**config.mk**
```make
export PLATFORM = sky130hd
export DESIGN_NAME = muldiv_unit
export DESIGN_NICKNAME = d
export VERILOG_FILES = /design/src/rtl/muldiv_unit.sv
export SDC_FILE = /design/constraint.sdc
export NUM_CORES = 1
export LEC_CHECK = 0
export BUFFER_PORTS_ARGS = -buffer_cell sky130_fd_sc_hd__buf_2
export CAP_MARGIN = 30
export CORE_UTILIZATION = 38
export CTS_BUF_LIST = sky130_fd_sc_hd__clkbuf_4 sky130_fd_sc_hd__clkbuf_8 sky130_fd_sc_hd__clkbuf_16
export DETAILED_ROUTE_END_ITERATION = 12
export GPL_ROUTABILITY_DRIVEN = 0
export HOLD_SLACK_MARGIN = 0.08
export SLEW_MARGIN = 20
export SYNTH_ARGS = -nofsm -noshare
export SYNTH_HDL_FRONTEND = slang
export SYNTH_SLANG_ARGS = --single-unit
```
**constraint.sdc**
```tcl
create_clock -name clk -period 5.56 [get_ports clk]
set_input_delay 0.278 -clock clk [delete_from_list [all_inputs] [get_ports clk]]
set_output_delay 0.278 -clock clk [all_outputs]
set_load 0.02 [all_outputs]
```
**src/rtl/muldiv_unit.sv**
```systemverilog
// Iterative RV32M multiply/divide unit: XLEN shift-add or restoring shift-subtract
// steps, then one sign-fix cycle and a one-cycle done pulse.
//
//   state | meaning
//   IDLE  | waiting for start; operands conditioned and latched on accept
//   CALC  | one radix-2 multiply or divide step per cycle, XLEN cycles
//   FIX   | sign correction, special-case override, result/flags update
//   DONE  | done pulse; always returns to IDLE
module muldiv_unit #(
    parameter int XLEN         = 32,
    parameter int FAST_SPECIAL = 1
) (
    input  logic            clk,
    input  logic            reset,
    input  logic            start,
    input  logic [2:0]      op,
    input  logic [XLEN-1:0] operand1,
    input  logic [XLEN-1:0] operand2,
    input  logic            flush,
    output logic            busy,
    output logic            done,
    output logic [XLEN-1:0] result,
    output logic [3:0]      flags
);

    localparam logic [1:0] S_IDLE = 2'd0;
    localparam logic [1:0] S_CALC = 2'd1;
    localparam logic [1:0] S_FIX  = 2'd2;
    localparam logic [1:0] S_DONE = 2'd3;

    localparam logic [2:0] OP_MUL    = 3'b000;
    localparam logic [2:0] OP_MULH   = 3'b001;
    localparam logic [2:0] OP_MULHSU = 3'b010;
    localparam logic [2:0] OP_MULHU  = 3'b011;
    localparam logic [2:0] OP_DIV    = 3'b100;
    localparam logic [2:0] OP_DIVU   = 3'b101;
    localparam logic [2:0] OP_REM    = 3'b110;
    localparam logic [2:0] OP_REMU   = 3'b111;

    localparam int            CW      = $clog2(XLEN);
    localparam logic [CW-1:0] LAST    = CW'(XLEN - 1);
    localparam logic [XLEN-1:0] MIN_NEG = {1'b1, {(XLEN-1){1'b0}}};

    logic [1:0]      state;
    logic [CW-1:0]   cnt;
    logic [2:0]      op_q;
    logic [XLEN-1:0] a_raw;
    logic [XLEN-1:0] mcand;
    logic [XLEN-1:0] hi;
    logic [XLEN-1:0] lo;
    logic            neg_q;
    logic            rem_neg_q;
    logic            dz_q;
    logic            ovf_q;

    // operand conditioning for the request presented in IDLE
    logic            rs1_signed, rs2_signed;
    logic            a_neg, b_neg;
    logic [XLEN-1:0] a_mag, b_mag;
    logic            dz_in, ovf_in, special_in;

    assign rs1_signed = (op == OP_MULH) || (op == OP_MULHSU) || (op == OP_DIV) || (op == OP_REM);
    assign rs2_signed = (op == OP_MULH) || (op == OP_DIV) || (op == OP_REM);
    assign a_neg      = rs1_signed & operand1[XLEN-1];
    assign b_neg      = rs2_signed & operand2[XLEN-1];
    assign a_mag      = a_neg ? -operand1 : operand1;
    assign b_mag      = b_neg ? -operand2 : operand2;
    assign dz_in      = op[2] && (operand2 == '0);
    assign ovf_in     = ((op == OP_DIV) || (op == OP_REM)) && (operand1 == MIN_NEG) && (operand2 == '1);
    assign special_in = dz_in || ovf_in;

    // one iteration step; hi/lo hold {product} for multiply, {remainder, quotient} for divide
    logic [XLEN:0]   mul_sum;
    logic [XLEN:0]   div_shift;
    logic [XLEN:0]   div_diff;
    logic            div_ok;
    logic [XLEN-1:0] hi_n, lo_n;

    assign mul_sum   = lo[0] ? ({1'b0, hi} + {1'b0, mcand}) : {1'b0, hi};
    assign div_shift = {hi, lo[XLEN-1]};
    assign div_diff  = div_shift - {1'b0, mcand};
    assign div_ok    = ~div_diff[XLEN];

    always_comb begin
        hi_n = hi;
        lo_n = lo;
        if (op_q[2]) begin
            hi_n = div_ok ? div_diff[XLEN-1:0] : div_shift[XLEN-1:0];
            lo_n = {lo[XLEN-2:0], div_ok};
        end else begin
            hi_n = mul_sum[XLEN:1];
            lo_n = {mul_sum[0], lo[XLEN-1:1]};
        end
    end

    logic [2*XLEN-1:0] prod_s;
    logic [XLEN-1:0]   quo_s, rem_s, fix_val;

    assign prod_s = neg_q ? -{hi, lo} : {hi, lo};
    assign quo_s  = neg_q ? -lo : lo;
    assign rem_s  = rem_neg_q ? -hi : hi;

    always_comb begin
        fix_val = '0;
        case (op_q)
            OP_MUL:                         fix_val = prod_s[XLEN-1:0];
            OP_MULH, OP_MULHSU, OP_MULHU:   fix_val = prod_s[2*XLEN-1:XLEN];
            OP_DIV, OP_DIVU:                fix_val = dz_q ? '1 : (ovf_q ? a_raw : quo_s);
            OP_REM, OP_REMU:                fix_val = dz_q ? a_raw : (ovf_q ? '0 : rem_s);
            default:                        fix_val = '0;
        endcase
    end

    assign busy = (state != S_IDLE);

    always_ff @(posedge clk or posedge reset) begin
        if (reset) begin
            state     <= S_IDLE;
            cnt       <= '0;
            op_q      <= '0;
            a_raw     <= '0;
            mcand     <= '0;
            hi        <= '0;
            lo        <= '0;
            neg_q     <= 1'b0;
            rem_neg_q <= 1'b0;
            dz_q      <= 1'b0;
            ovf_q     <= 1'b0;
            done      <= 1'b0;
            result    <= '0;
            flags     <= '0;
        end else begin
            done <= 1'b0;
            case (state)
                S_IDLE: begin
                    if (start && !flush) begin
                        op_q      <= op;
                        a_raw     <= operand1;
                        hi        <= '0;
                        lo        <= op[2] ? a_mag : b_mag;
                        mcand     <= op[2] ? b_mag : a_mag;
                        neg_q     <= a_neg ^ b_neg;
                        rem_neg_q <= a_neg;
                        dz_q      <= dz_in;
                        ovf_q     <= ovf_in;
                        cnt       <= '0;
                        state     <= (special_in && (FAST_SPECIAL != 0)) ? S_FIX : S_CALC;
                    end
                end
                S_CALC: begin
                    if (flush) begin
                        state <= S_IDLE;
                    end else begin
                        hi  <= hi_n;
                        lo  <= lo_n;
                        cnt <= cnt + CW'(1);
                        if (cnt == LAST) state <= S_FIX;
                    end
                end
                S_FIX: begin
                    if (flush) begin
                        state <= S_IDLE;
                    end else begin
                        result <= fix_val;
                        flags  <= {(fix_val == '0), fix_val[XLEN-1], dz_q, ovf_q};
                        done   <= 1'b1;
                        state  <= S_DONE;
                    end
                end
                default: state <= S_IDLE;
            endcase
        end
    end

endmodule

```
==> impl_results.md <==
* Status: finished, final reports clean
* Reg2Reg Setup Slack at 0.68 ns
* Gr ovfl total at 0
* Slew HR at 0.360
* Yosys warnings at 0
* #FFs+latches synth at 178
* Leakage power at 8.25 nW
* Most frequent cells after synthesis: 298 x nand2_1, 250 x a21oi_1, 237 x nor2_1
* Simple-Gate Fraction of Synth Area at 0.222
* RR Startpoint: hi[0]
* Cell Int Power at 4.45 mW
* Sequential power share at 0.243
* Period utilisation layout at 0.878
* Area of placed instances at 18400 um^2
* F_max at 0.205 GHz
* Initial Util at 0.385
* Net Sw Frac at 0.523
* # Post-CTS Setup Buffers at 0
* Synth Flop Type: dfrtp_1
* Worst hold endpoint: a_raw[18]
* Endpoints failing setup at 0
* Cell taking the most area after synthesis: dfrtp_1
* Largest net degree at the start of global routing at 118
* Final setup TNS at 0 ns
* Number of diodes at 0
* Die width at 216 um
* TritonCTS buffer count at 17
* Largest family of logic cells by synthesized area: compound AO/OA/AOI/OAI gates
* Final Slew Violations at 0
* Sw power at 4.88 mW
* Ports at 109
* Most frequent cell after synthesis: nand2_1
* Cells after Synth at 2358
* Die Span Y at 216 um
* Cell area power density at 485 nW/um^2
* Port bufs at 108
* Crit path max fanout at 15
* Vias in the first global route at 17300
* Layout area overhead at 10.0%
* Worst VDD drop at 290 uV
* Post-synth cell types at 88
* Slew @ Worst Pin at 0.960 ns
* Vias per cell at 6.35
* Tmin final at 4.88 ns
* R2R depth at 12
* Post-route ant nets at 0
* Final instance area at 19200 um^2
* Synth Net Count at 2502
* Die ar. at 46900 um^2
* Seq/Total Area, Yosys at 0.255
* Clock slew at reported path FFs at 0.08 ns
* H-tree Lvls at 4
* Post-Synth Adder-Cell Area at 0.0531
* Hold Crit Start: operand1[18]
* Worst skew pair latency at 0.49 ns
* Worst stage delay on the critical path at 0.79 ns
* Core area at 45400 um^2
* Fillcell total at 4637
* CTS Buffer Depth at 2
* Final Skew at 0.0212 ns
* Number of enable flip-flop cells after synthesis at 0
* Unrepaired setup endpoints after global routing: no
* Initial antenna violation count at 3
* Drt wl/cell at 23.5 um
* R2r endpoint: flags[3]
* CTS root buf: clkbuf_16
* Type of origin of the critical path: flop
* Mux contribution to synthesized area at 0.0606
* Post-synth top area share at 0.255
* Critical-path top delay cell: o41ai_1
* Critical Path AT at 5.30 ns
* Critical path class: reg -> reg
* Async set-reset flop share out of synthesis at 1.00
* Clock share of power at 0.137
* Via count at 18900
* Max Cap Viol at 0
* Mapped cell area at 17500 um^2
* Nets at 2513
* DRC errors left at 0
* Compound-gate portion of the synthesized area at 0.269
* TritonCTS clock tree: yes
* Final Hold Fails at 0
* HP Class: in -> reg
* Avg Cell Area, Syn at 7.41 um^2
* Post-layout total power at 9.33 mW
* Share of layout cells above drive strength 1 at 0.107
* Rows at 78
* Hold_ws at 0.0862 ns
* DRT Pass-1 Iters at 8
* Synth top area cells: dfrtp_1 25%, a21oi_1 7.2%, nand2_1 6.4%
* Clk sinks at 178
* Logic pwr share at 0.620
* Crit. End Element: flop
* Post-synthesis xor/xnor area fraction at 0.0832
* Total GRT Usage at 0.296
* Global-route wire length before repair at 106000 um
* Post-Route WL at 69900 um
* Worst-path cell chain: clkinv_1 -> ha_1 -> nor3b_1 -> nand4_1 -> nor4_1 -> a211oi_1 -> a21o_1 -> o41ai_1 -> nand2_1 -> nor4bb_1 -> and4_1 -> a41o_1
* HPWL Detailed at 52200 um
* WP data required at 5.98 ns
* Drt initial violations at 2426
* Hold path depth at 3
==> worst max-delay path by stage <==
stage                     endpoint  cells past startpoint   from
final                     flags[3]                     12  hi[0]
after global routing      flags[3]                     12  hi[0]
after CTS                 flags[3]                     12  hi[0]
after detailed placement  flags[3]                     12  hi[0]
after global placement    flags[3]                     12  hi[0]
after floorplan           a_raw[0]                      1  reset
==> cell usage in the layout (no fill, tap or decap), types with 10 or more instances in the layout <==
master / netlist / layout
a211oi_1: 25 / 25
buf_2: 3 / 108
inv_1: 72 / 71
and3_1: 13 / 13
nor2_1: 237 / 236
mux2i_1: 80 / 80
nor2b_1: 17 / 17
xor2_1: 68 / 68
nor4_1: 19 / 19
or2_2: 17 / 17
nand2_1: 298 / 296
or4_1: 19 / 19
nand2b_1: 31 / 31
dlygate4sd3_1: 0 / 17
o41ai_1: 20 / 20
nand4_1: 21 / 21
clkbuf_16: 0 / 17
ha_1: 71 / 71
a21o_1: 36 / 36
or3_1: 27 / 26
o221ai_1: 11 / 11
o31ai_1: 41 / 41
dfrtp_1: 178 / 176
o21ai_0: 186 / 186
a31oi_1: 23 / 23
mux2_2: 23 / 23
nor3_1: 64 / 64
a21oi_1: 250 / 250
xnor2_1: 98 / 98
nand3_1: 31 / 31
o211ai_1: 19 / 19
o22ai_1: 10 / 10
buf_4: 1 / 43
a221oi_1: 11 / 11
==> logic make-up after synthesis <==
kind of cell,Yosys count
fa+ha+maj,73
simple gates,837
flops,178
buf+inv,253
compound gates,748
xor+xnor,166
mux,103
==> critical path, delay by kind of cell (launching register included) <==
| family | cells | cell delay, ns |
|---|---|---|
| adder cells (fa/ha/maj) | 1 | 0.24 |
| flip-flops | 1 | 0.61 |
| buffers and inverters | 1 | 0.31 |
| AND/OR/NAND/NOR | 6 | 2.37 |
| AO/OA/AOI/OAI | 4 | 1.29 |
==> routing by layer <==
layer | vias up | GRT usage | wire length (um)
met4 | 2 | 0.139 | 3540
met2 | 1201 | 0.440 | 29700
met3 | 237 | 0.0849 | 8140
met1 | 8978 | 0.393 | 28600
li1 | 8517 | - | -
met5 | - | 0 | 19
==> cell type report <==
| class | count | area, um^2 | share of cell area |
|---|---|---|---|
| inverter | 75 | 289 | 0.0150 |
| clock inverter | 15 | 169 | 0.00878 |
| sequential | 178 | 4460 | 0.232 |
| timing repair buffer | 170 | 1080 | 0.0562 |
| tap | 600 | 751 | 0.0390 |
| clock buffer | 17 | 425 | 0.0221 |
| multi-input combinational | 1927 | 12100 | 0.627 |
==> power groups by stage <==
stage	sequential (mW)	combinational [mW]	clock [mW]
finish	2.27	5.78	1.28
floorplan	1.86	4.26	0
CTS	2.23	5.57	1.29
detailed placement	2.25	5.53	0
global placement	2.23	5.48	0
global route	2.29	6.26	1.34
==> repair_timing <==
| action | in CTS | in global routing |
|---|---|---|
| hold buffers | 17 | 0 |
| gates resized for setup | 0 | 0 |
| endpoints found under the hold margin | 96 | 0 |
==> metrics by stage <==
| stage | cells | setup slack (ns) | utilization |
|---|---|---|---|
| 6_report | 2982 | 0.677 | 0.424 |
| 5_1_grt | 2982 | 0.278 | 0.424 |
| 4_1_cts | 2977 | 0.890 | 0.422 |
| 3_5_place_dp | 2928 | 0.918 | 0.405 |
| 3_3_place_gp | 2927 | 0.878 | 0.405 |
| 2_1_floorplan | 2358 | 0.452 | - |
==> registers in the layout (all words and copies together) (netlist names) <==
signal and cells:
a_raw 32, cnt 5, done 1, dz_q 1, flags 4, hi 32, lo 32, mcand 32
neg_q 1, op_q 3, ovf_q 1, rem_neg_q 1, result 31, state 2
Note: power is estimated with default switching activity, not from simulation.
